`config.mk`:
```
export PLATFORM = sky130hd
export DESIGN_NAME = shift_left_2
export DESIGN_NICKNAME = d
export VERILOG_FILES = /design/src/rtl/mips_pkg.sv /design/src/rtl/pipe_stage.sv /design/src/rtl/shift_left_2.sv
export SDC_FILE = /design/constraint.sdc
export NUM_CORES = 1
export LEC_CHECK = 0
export ABC_CLOCK_PERIOD_IN_PS = 2450
export CAP_MARGIN = 0
export CORE_ASPECT_RATIO = 1.2
export CORE_UTILIZATION = 34
export DETAILED_ROUTE_END_ITERATION = 6
export PLACE_DENSITY = 0.73
export SYNTH_ARGS = -nofsm -noshare
export SYNTH_HDL_FRONTEND = slang
export SYNTH_SLANG_ARGS = --single-unit
```
`constraint.sdc`:
```
create_clock -name clk -period 2.45 [get_ports clk]
set_input_delay 0.49 -clock clk [delete_from_list [all_inputs] [get_ports clk]]
set_output_delay 0.49 -clock clk [all_outputs]
set_load 0.02 [all_outputs]
```
`src/rtl/mips_pkg.sv`:
```
// Shared MIPS datapath constants and types.
package mips_pkg;

  localparam int WORD_WIDTH   = 32;
  localparam int BRANCH_SHIFT = 2;

  typedef logic [WORD_WIDTH-1:0] word_t;

endpackage

```
`src/rtl/pipe_stage.sv`:
```
// Generic single-entry valid/ready register slice; full throughput, no bubble.
module pipe_stage #(
  parameter int WIDTH = 33
) (
  input  logic             clk,
  input  logic             rst_n,
  input  logic [WIDTH-1:0] in_data,
  input  logic             in_valid,
  output logic             in_ready,
  output logic [WIDTH-1:0] out_data,
  output logic             out_valid,
  input  logic             out_ready
);

  logic [WIDTH-1:0] data_d, data_q;
  logic             vld_d, vld_q;

  always_comb begin
    in_ready = !vld_q || out_ready;
    data_d   = data_q;
    vld_d    = vld_q;
    // A fresh accept wins over a consume, so the slot refills on the same edge.
    if (in_valid && in_ready) begin
      data_d = in_data;
      vld_d  = 1'b1;
    end else if (out_ready) begin
      vld_d  = 1'b0;
    end
  end

  always_ff @(posedge clk) begin
    if (!rst_n) begin
      data_q <= '0;
      vld_q  <= 1'b0;
    end else begin
      data_q <= data_d;
      vld_q  <= vld_d;
    end
  end

  assign out_data  = data_q;
  assign out_valid = vld_q;

endmodule

```
`src/rtl/shift_left_2.sv`:
```
// Registered logical shift-left (word to byte offset) with shifted-out-bit flag.
module shift_left_2
  import mips_pkg::*;
#(
  parameter int WIDTH = WORD_WIDTH,
  parameter int SHIFT = BRANCH_SHIFT
) (
  input  logic             clk,
  input  logic             rst_n,
  input  logic [WIDTH-1:0] in,
  input  logic             in_valid,
  output logic             in_ready,
  output logic [WIDTH-1:0] out,
  output logic             out_valid,
  input  logic             out_ready,
  output logic             overflow
);

  logic [WIDTH-1:0] shifted;
  logic             ovf;
  logic [WIDTH:0]   stage_out;

  always_comb begin
    shifted = {in[WIDTH-SHIFT-1:0], {SHIFT{1'b0}}};
    ovf     = |in[WIDTH-1:WIDTH-SHIFT];
  end

  pipe_stage #(.WIDTH(WIDTH + 1)) u_stage (
    .clk       (clk),
    .rst_n     (rst_n),
    .in_data   ({ovf, shifted}),
    .in_valid  (in_valid),
    .in_ready  (in_ready),
    .out_data  (stage_out),
    .out_valid (out_valid),
    .out_ready (out_ready)
  );

  assign out      = stage_out[WIDTH-1:0];
  assign overflow = stage_out[WIDTH];

endmodule

```
-- Word level (Yosys, flattened, before mapping)
Index checks and enable logic that the tools add are counted.
W data, S select, Z words.
- register bits after elaboration: 32
- bits of input ports: 36
- output and inout bits: 35
- logic and storage cells: 9
- multiplexer cells: 2
- reduce and logical (&&, ||, !) cells: 5
- operators by type and width (cell ; number):
    $mux W1 ; 2
    $reduce_bool A2 Y1 ; 1
    $reduce_or A2 Y1 ; 1
    $logic_and A1 B1 Y1 ; 1
    $logic_not A1 Y1 ; 1
    $logic_or A1 B1 Y1 ; 1

-- Longest topological paths before layout
Gate-level depths: netlist of the first run.
- depth after elaboration: 4
- depth in mapped cells: 5
- gate-level depth less buffers: 3

-- Hierarchy
From an unflattened synthesis of the first run, not the netlist that was laid out.
- cell total of the unflattened synthesis: 150
- area, all modules: 1405.1 µm²
- by module, submodules not included (module ; instances ; cells each ; area each (µm²) ; seq. area each (µm²)):
    pipe_stage ; 1 ; 148 ; 1395.1 ; 680.7
    shift_left_2 ; 1 ; 2 ; 10.0 ; 0.0

-- Least setup slack after synthesis of the first run
OpenSTA, ideal clock, no wires.
- path kind: input to register
- from: input out_ready
- to: register u_stage.data_q[32], in the netlist u_stage.out_data[32]
- library setup time: 0.123 ns
- arrival time: 1.184 ns
- data required time: 2.327 ns
- setup slack: 1.144 ns
- stages on the path: 5
- buffers on the path: 2
- cell sequence: nand2b_4 and2_4 buf_6 buf_12 mux2i_1
- longest elaborated chain between the ends: 2
- RTL lines (item ; RTL line ; source):
    start, declared ; shift_left_2.sv:15 ; input logic out_ready,
    $logic_or A1 B1 Y1 ; pipe_stage.sv:19 ; in_ready = !vld_q || out_ready;
    $logic_and A1 B1 Y1 ; pipe_stage.sv:23 ; if (in_valid && in_ready) begin
    end signal, assigned ; pipe_stage.sv:36 ; data_q <= data_d;
    end, declared ; pipe_stage.sv:15 ; logic [WIDTH-1:0] data_d, data_q;
Every way passes these cells.
A chain may end at the register's enable or synchronous reset.

-- Worst setup path in the final report of the first run
- from: input out_ready
- to: output in_ready
- longest elaborated chain between the ends: 1
- RTL lines (item ; RTL line ; source):
    $logic_or A1 B1 Y1 ; pipe_stage.sv:19 ;
    end, declared ; shift_left_2.sv:12 ; output logic in_ready,
Every way passes these cells.

==> summary.md, run 1 <==
* **depth of the CTS H-tree** 2
* **initial detailed-routing violation count** 24
* **largest area contributor in the synthesized netlist** sky130_fd_sc_hd__dfxtp_1
* **sum of negative setup slack** 0 ps
* **startpoint type of the worst setup path** input port
* **highest net fanout along the worst path** 3
* **area growth from synthesis to final layout** 54.0%
* **result of the run** finished, final reports clean
* **synthesized-area fraction occupied by ao, oa, aoi and oai cells** 0.00935
* **number of buffers inserted during clock tree synthesis** 5
* **detailed-route wire length per cell** 10.1 um
* **pin count of the biggest net entering global routing** 42
* **RR Endpoint** u_stage.out_data[17]
* **initial antenna violation count** 0
* **element type at the critical path end** output port
* **simple-gate portion of the synthesized area** 0.188
* **Core Footprint** 0.00369 mm2
* **data required time at the worst endpoint** 1960 ps
* **via count of the first global-routing pass** 973
* **number of DRC violations after detailed routing** 0
* **router iterations before antenna repair** 4
* **final total power** 1200 uW
* **number of hold violations in the final report** 0
* **arithmetic-cell share of the synthesized area counting full adders, half adders and majority gates** 0
* **Power Density** 582 mW/mm2
* **routed vias/inst** 4.23
* **fraction of final layout cells with drive strength greater than 1** 0.0529
* **clock transition at the register clock pins on the worst setup and hold paths after CTS** 60 ps
* **synthesized area divided by synthesized cell count** 9.35 um2
* **worst-case setup slack after placement** 301 ps
* **post-layout minimum cycle time** 2140 ps
* **number of flops mapped to enable cells by yosys** 0
* **Seq cells post-synth** 32
* **cts hold-fix bufs** 0
* **DIE WIDTH** 59.3 um
* **clock tree root driver cell** sky130_fd_sc_hd__clkbuf_8
* **Std-Cell Rows** 24
* **start-to-end type of the worst setup path** in2out
* **number of nets in the final layout** 244
* **Most used DFF post-synth** sky130_fd_sc_hd__dfxtp_1
* **number of nets with antenna violations after detailed routing** 0
* **cell depth of the worst min-delay path** 2
* **GP Congestion** 0.633
* **area enclosed by the die boundary** 0.00419 mm2
* **number of instances in the placed design** 253
* **proportion of synthesized chip area in sequential cells** 0.479
* **gate count of the mapped netlist** 143
* **hold-critical path endpoint** u_stage.out_data[11]
* **Static Leak** 0.000860 uW
* **Worst EP arrival** 1650 ps
* **portion of the clock cycle consumed by the worst path in the final layout** 0.874
* **final setup violation count** 0
* **input/output buffers** 68
* **Final Max Slew Viols** 0
* **I/O pin count** 71
* **final worst setup slack** 308 ps
* **aggregate routed wire length** 2620 um
* **worst setup slack for register-to-register paths** 1230 ps
* **post-synthesis instance area** 0.00134 mm2
* **startpoint of the tightest hold check path** u_stage.out_data[11]
* **starting density of the core** 0.362
* **number of distinct library cell variants in the gate-level netlist after synthesis** 14
* **class of the most critical hold timing path** reg2reg
* **height of the chip** 70.7 um
* **XOR/XNOR share of the synthesized area** 0
* **Worst-Margin Slew** 529 ps
* **Max Clock Freq** 467 MHz
* **fraction of synthesized cell area taken by the top area cell type** 0.479
* **Clk Latency, worst-skew pair** 280 ps
* **fill cell instance count of the final layout** 345
* **R2R depth** 3
* **TritonCTS Sinks** 32
* **wire length of the first global-routing pass** 4170 um
* **number of buffers on the longest clock path** 2
* **final clock skew** 5.31 ps
* **number of cells upsized or downsized after cts** 0
* **count leader, synth** sky130_fd_sc_hd__nand2_1
* **Non-Filler Instances** 260
* **relative max-transition margin** 0.647
* **HPWL after detailed placement** 1800 um
* **unrepaired setup endpoints after global routing** no
* **fraction of synthesis flops using an asynchronous set or reset pin** 0
* **CTS tree** built
* **portion of netlist area occupied by mux cells** 0.232
* **total via count after detailed routing** 1101
* **post-CTS setup-driven buffer insertion count** 0
* **worst vdd rail ir drop** 0.261 mV
* **count of inserted antenna diode cells** 0
* **Maximum Capacitance Violations** 0
* **total grt overflow** 0
* **main combinational cell family by area after synthesis** multiplexers
* **aggregate global-route resource usage** 0.131
* **list of most frequent post-synthesis cells** sky130_fd_sc_hd__nand2_1, sky130_fd_sc_hd__dfxtp_1, sky130_fd_sc_hd__mux2i_1
* **post-route core utilization** 0.558
* **leading post-synthesis cells by cell area** sky130_fd_sc_hd__dfxtp_1, sky130_fd_sc_hd__mux2i_1, sky130_fd_sc_hd__nand2_1
* **count of yosys warnings during synthesis** 0
* **worst r2r src** u_stage.out_valid
[through the flow]
step                cell area (um2)  hold slack [ps]
global route                   2060              469
finish                         2060              454
global placement               1980              442
CTS                            2060              458
floorplan                      1340              532
detailed placement             1980              446
[worst max-delay path, cell delays in order]
cell and delay, ps:
sky130_fd_sc_hd__clkdlybuf4s50_1 450, sky130_fd_sc_hd__nand2b_4 120, sky130_fd_sc_hd__clkdlybuf4s50_1 590
[worst max-delay path by stage]
stage                   start                   end  slack [ps]  depth (start not counted)
global placement    out_ready              in_ready         300                          3
global route        out_ready              in_ready         270                          3
floorplan           out_ready  u_stage.out_data[32]        1140                          5
CTS                 out_ready              in_ready         300                          3
finish              out_ready              in_ready         310                          3
detailed placement  out_ready              in_ready         300                          3
[per-layer routing]
metal | vias up | track usage | part of all wire
met5 | - | 0 | 0
met1 | 473 | 0.152 | 0.45
met3 | 6 | 0.0640 | 0.096
met2 | 47 | 0.200 | 0.44
met4 | 0 | 0.0635 | 0.021
li1 | 575 | - | -
[state kept, by name (all words and copies together) (netlist names)]
name               cells
u_stage.out_valid      1
u_stage.out_data      31
[area by class of cell]
type                    instances  area [um2]  share of cell area
repair buffers                 70         691               0.335
flip-flops and latches         32         641               0.311
multi-input cells              98         582               0.283
clock buffers                   6        72.6              0.0352
well taps                      52        65.1              0.0316
clock inverters                 1        5.00             0.00243
inverters                       1        3.75             0.00182
[power by group]
part | switching [uW] | leakage, uW | total (uW) | internal, uW
Sequential | 17.4 | 0.000264 | 573 | 556
Clock | 176 | 0.0000410 | 368 | 193
Combinational | 115 | 0.000555 | 257 | 142
Total | 308 | 0.000860 | 1200 | 891
[cells by family (layout without fill, tap and decap cells)]
group / after synthesis / count (layout)
compound gates: 2 / 2
buf+inv: 14 / 78
flops: 32 / 32
mux: 31 / 31
other cells: 1 / 2
simple gates: 63 / 63
[placed cells by master, fill, tap and decap left out]
cell,synthesis,final
sky130_fd_sc_hd__clkbuf_8,0,5
sky130_fd_sc_hd__a21boi_0,1,1
sky130_fd_sc_hd__conb_1,1,2
sky130_fd_sc_hd__nand2b_4,1,1
sky130_fd_sc_hd__clkinv_2,0,1
sky130_fd_sc_hd__clkbuf_1,5,1
sky130_fd_sc_hd__buf_4,2,2
sky130_fd_sc_hd__inv_1,1,1
sky130_fd_sc_hd__and2_4,1,1
sky130_fd_sc_hd__nand2_1,61,61
sky130_fd_sc_hd__o21ai_0,1,1
sky130_fd_sc_hd__dfxtp_1,32,32
sky130_fd_sc_hd__mux2i_1,31,31
sky130_fd_sc_hd__clkdlybuf4s50_1,0,67
sky130_fd_sc_hd__buf_2,2,1
Power figures use the tool's default switching activity.
==> run 2, diff against run 1 <==
Settings changed: SLEW_MARGIN set to 30.
==> results of run 2 <==
The final DEF is identical to that of run 1; final timing and power are the same.
==> run 3, diff against run 2 <==
Settings changed: MAX_ROUTING_LAYER set to met4.
==> run 3 against run 2 <==
  * Count of clock-buffer cells in the layout unchanged
  * Total power barely moved
  * Sequential cell count stayed put
  * Sequential share of layout area unchanged
  * Clock power barely moved
  * Critical path type unchanged
  * Via count stayed put
  * Clock skew hardly changed
  * Hold slack did not move
  * First-iteration DRC count shrank 8.3%
==> summary.md, run 3 (synthesis results as in run 1) <==
* **number of hold violations in the final report** 0
* **commonest non-fill, non-tap cell in the layout** sky130_fd_sc_hd__clkdlybuf4s50_1
* **depth of the CTS H-tree** 2
* **Clk Latency, worst-skew pair** 280 ps
* **highest net fanout along the worst path** 3
* **area occupied by multi-input gates** 582 um2
* **Worst EP arrival** 1650 ps
* **Maximum Capacitance Violations** 0
* **cts hold-fix bufs** 0
* **clock transition at the register clock pins on the worst setup and hold paths after CTS** 60 ps
* **Placed Instance Area** 0.00198 mm2
* **initial antenna violation count** 0
* **relative max-transition margin** 0.647
* **class of the most critical hold timing path** reg2reg
* **via count of the first global-routing pass** 973
* **input/output buffers** 68
* **Layout Cell Area excl Fill** 0.00206 mm2
* **pin count of the biggest net entering global routing** 42
* **Final Max Slew Viols** 0
* **sum of negative setup slack** 0 ps
* **routed vias/inst** 4.23
* **fill cell instance count of the final layout** 345
* **DIE WIDTH** 59.3 um
* **aggregate global-route resource usage** 0.135
* **element type at the critical path end** output port
* **number of nets with antenna violations after detailed routing** 0
* **Std-Cell Rows** 24
* **height of the chip** 70.7 um
* **final clock skew** 5.35 ps
* **initial detailed-routing violation count** 22
* **portion of the clock cycle consumed by the worst path in the final layout** 0.874
* **GP Congestion** 0.639
* **result of the run** finished, final reports clean
* **number of cells upsized or downsized after cts** 0
* **aggregate routed wire length** 2630 um
* **unrepaired setup endpoints after global routing** no
* **fraction of final layout cells with drive strength greater than 1** 0.0529
* **final setup violation count** 0
* **Worst-Margin Slew** 529 ps
* **clock tree root driver cell** sky130_fd_sc_hd__clkbuf_8
* **area enclosed by the die boundary** 0.00419 mm2
* **startpoint type of the worst setup path** input port
* **amount of wire on met3 after detailed routing** 241 um
* **post-layout minimum cycle time** 2140 ps
* **Power Density** 582 mW/mm2
* **Max Clock Freq** 467 MHz
* **number of buffers inserted during clock tree synthesis** 5
* **detailed-route wire length per cell** 10.1 um
* **met1 wire length** 1180 um
* **CTS tree** built
* **start-to-end type of the worst setup path** in2out
* **number of buffers on the longest clock path** 2
* **router iterations before antenna repair** 4
* **I/O pin count** 71
* **total grt overflow** 0
* **metal2 WL** 1150 um
* **Core Footprint** 0.00369 mm2
* **count of inserted antenna diode cells** 0
* **number of nets in the final layout** 244
* **total via count after detailed routing** 1101
* **area growth from synthesis to final layout** 54.0%
* **FF/Latch Area** 641 um2
* **starting density of the core** 0.362
* **post-CTS setup-driven buffer insertion count** 0
* **most frequent cells in the layout** sky130_fd_sc_hd__clkdlybuf4s50_1, sky130_fd_sc_hd__nand2_1, sky130_fd_sc_hd__dfxtp_1
* **highest layer used for signal routing** met4
* **Static Leak** 0.000860 uW
* **HPWL after detailed placement** 1800 um
* **number of DRC violations after detailed routing** 0
* **number of flip-flops under the largest register name** 31
* **data required time at the worst endpoint** 1960 ps
* **tightest hold margin** 454 ps
* **wire length of the first global-routing pass** 4180 um
* **TritonCTS Sinks** 32
* **worst vdd rail ir drop** 0.261 mV
run 3: cell counts in the layout (fill, tap and decap cells not counted):
Identical to the previous run, type by type.
run 3: routing by layer:
metal | global-route usage | vias up
met1 | 0.154 | 473
li1 | - | 575
met2 | 0.200 | 47
met4 | 0.0635 | 0
met3 | 0.0603 | 6
met5 | - | -
run 3: where the power goes:
part / leakage (uW) / internal (uW) / total [uW] / switching, uW
Clock: 0.0000410 / 193 / 368 / 176
Sequential: 0.000264 / 556 / 573 / 17.4
Combinational: 0.000555 / 142 / 257 / 115
run 3: worst paths after layout:
path | startpoint | end | slack (ps) | depth (start not counted)
max | out_ready | in_ready | 310 | 3
min | u_stage.out_data[11] | u_stage.out_data[11] | 450 | 2
min reg2reg | u_stage.out_data[11] | u_stage.out_data[11] | 450 | 2
max reg2reg | u_stage.out_valid | u_stage.out_data[17] | 1230 | 3
run 3: layout make-up:
type | instances | share of cell area
inverters | 1 | 0.00182
multi-input cells | 98 | 0.283
well taps | 52 | 0.0316
clock inverters | 1 | 0.00243
repair buffers | 70 | 0.335
clock buffers | 6 | 0.0352
flip-flops and latches | 32 | 0.311
run 3: metrics by stage:
stage / util / cells / total power (uW) / worst slack, ps
global placement: 0.537 / 253 / 842 / 305
detailed placement: 0.537 / 253 / 844 / 301
global route: 0.558 / 260 / 1260 / 266
CTS: 0.558 / 260 / 1220 / 301
floorplan: - / 144 / 726 / 1140
finish: 0.558 / 260 / 1200 / 308
run 3: worst max-delay path, cell delays in order:
cell and delay, ps:
sky130_fd_sc_hd__clkdlybuf4s50_1 450, sky130_fd_sc_hd__nand2b_4 120, sky130_fd_sc_hd__clkdlybuf4s50_1 590
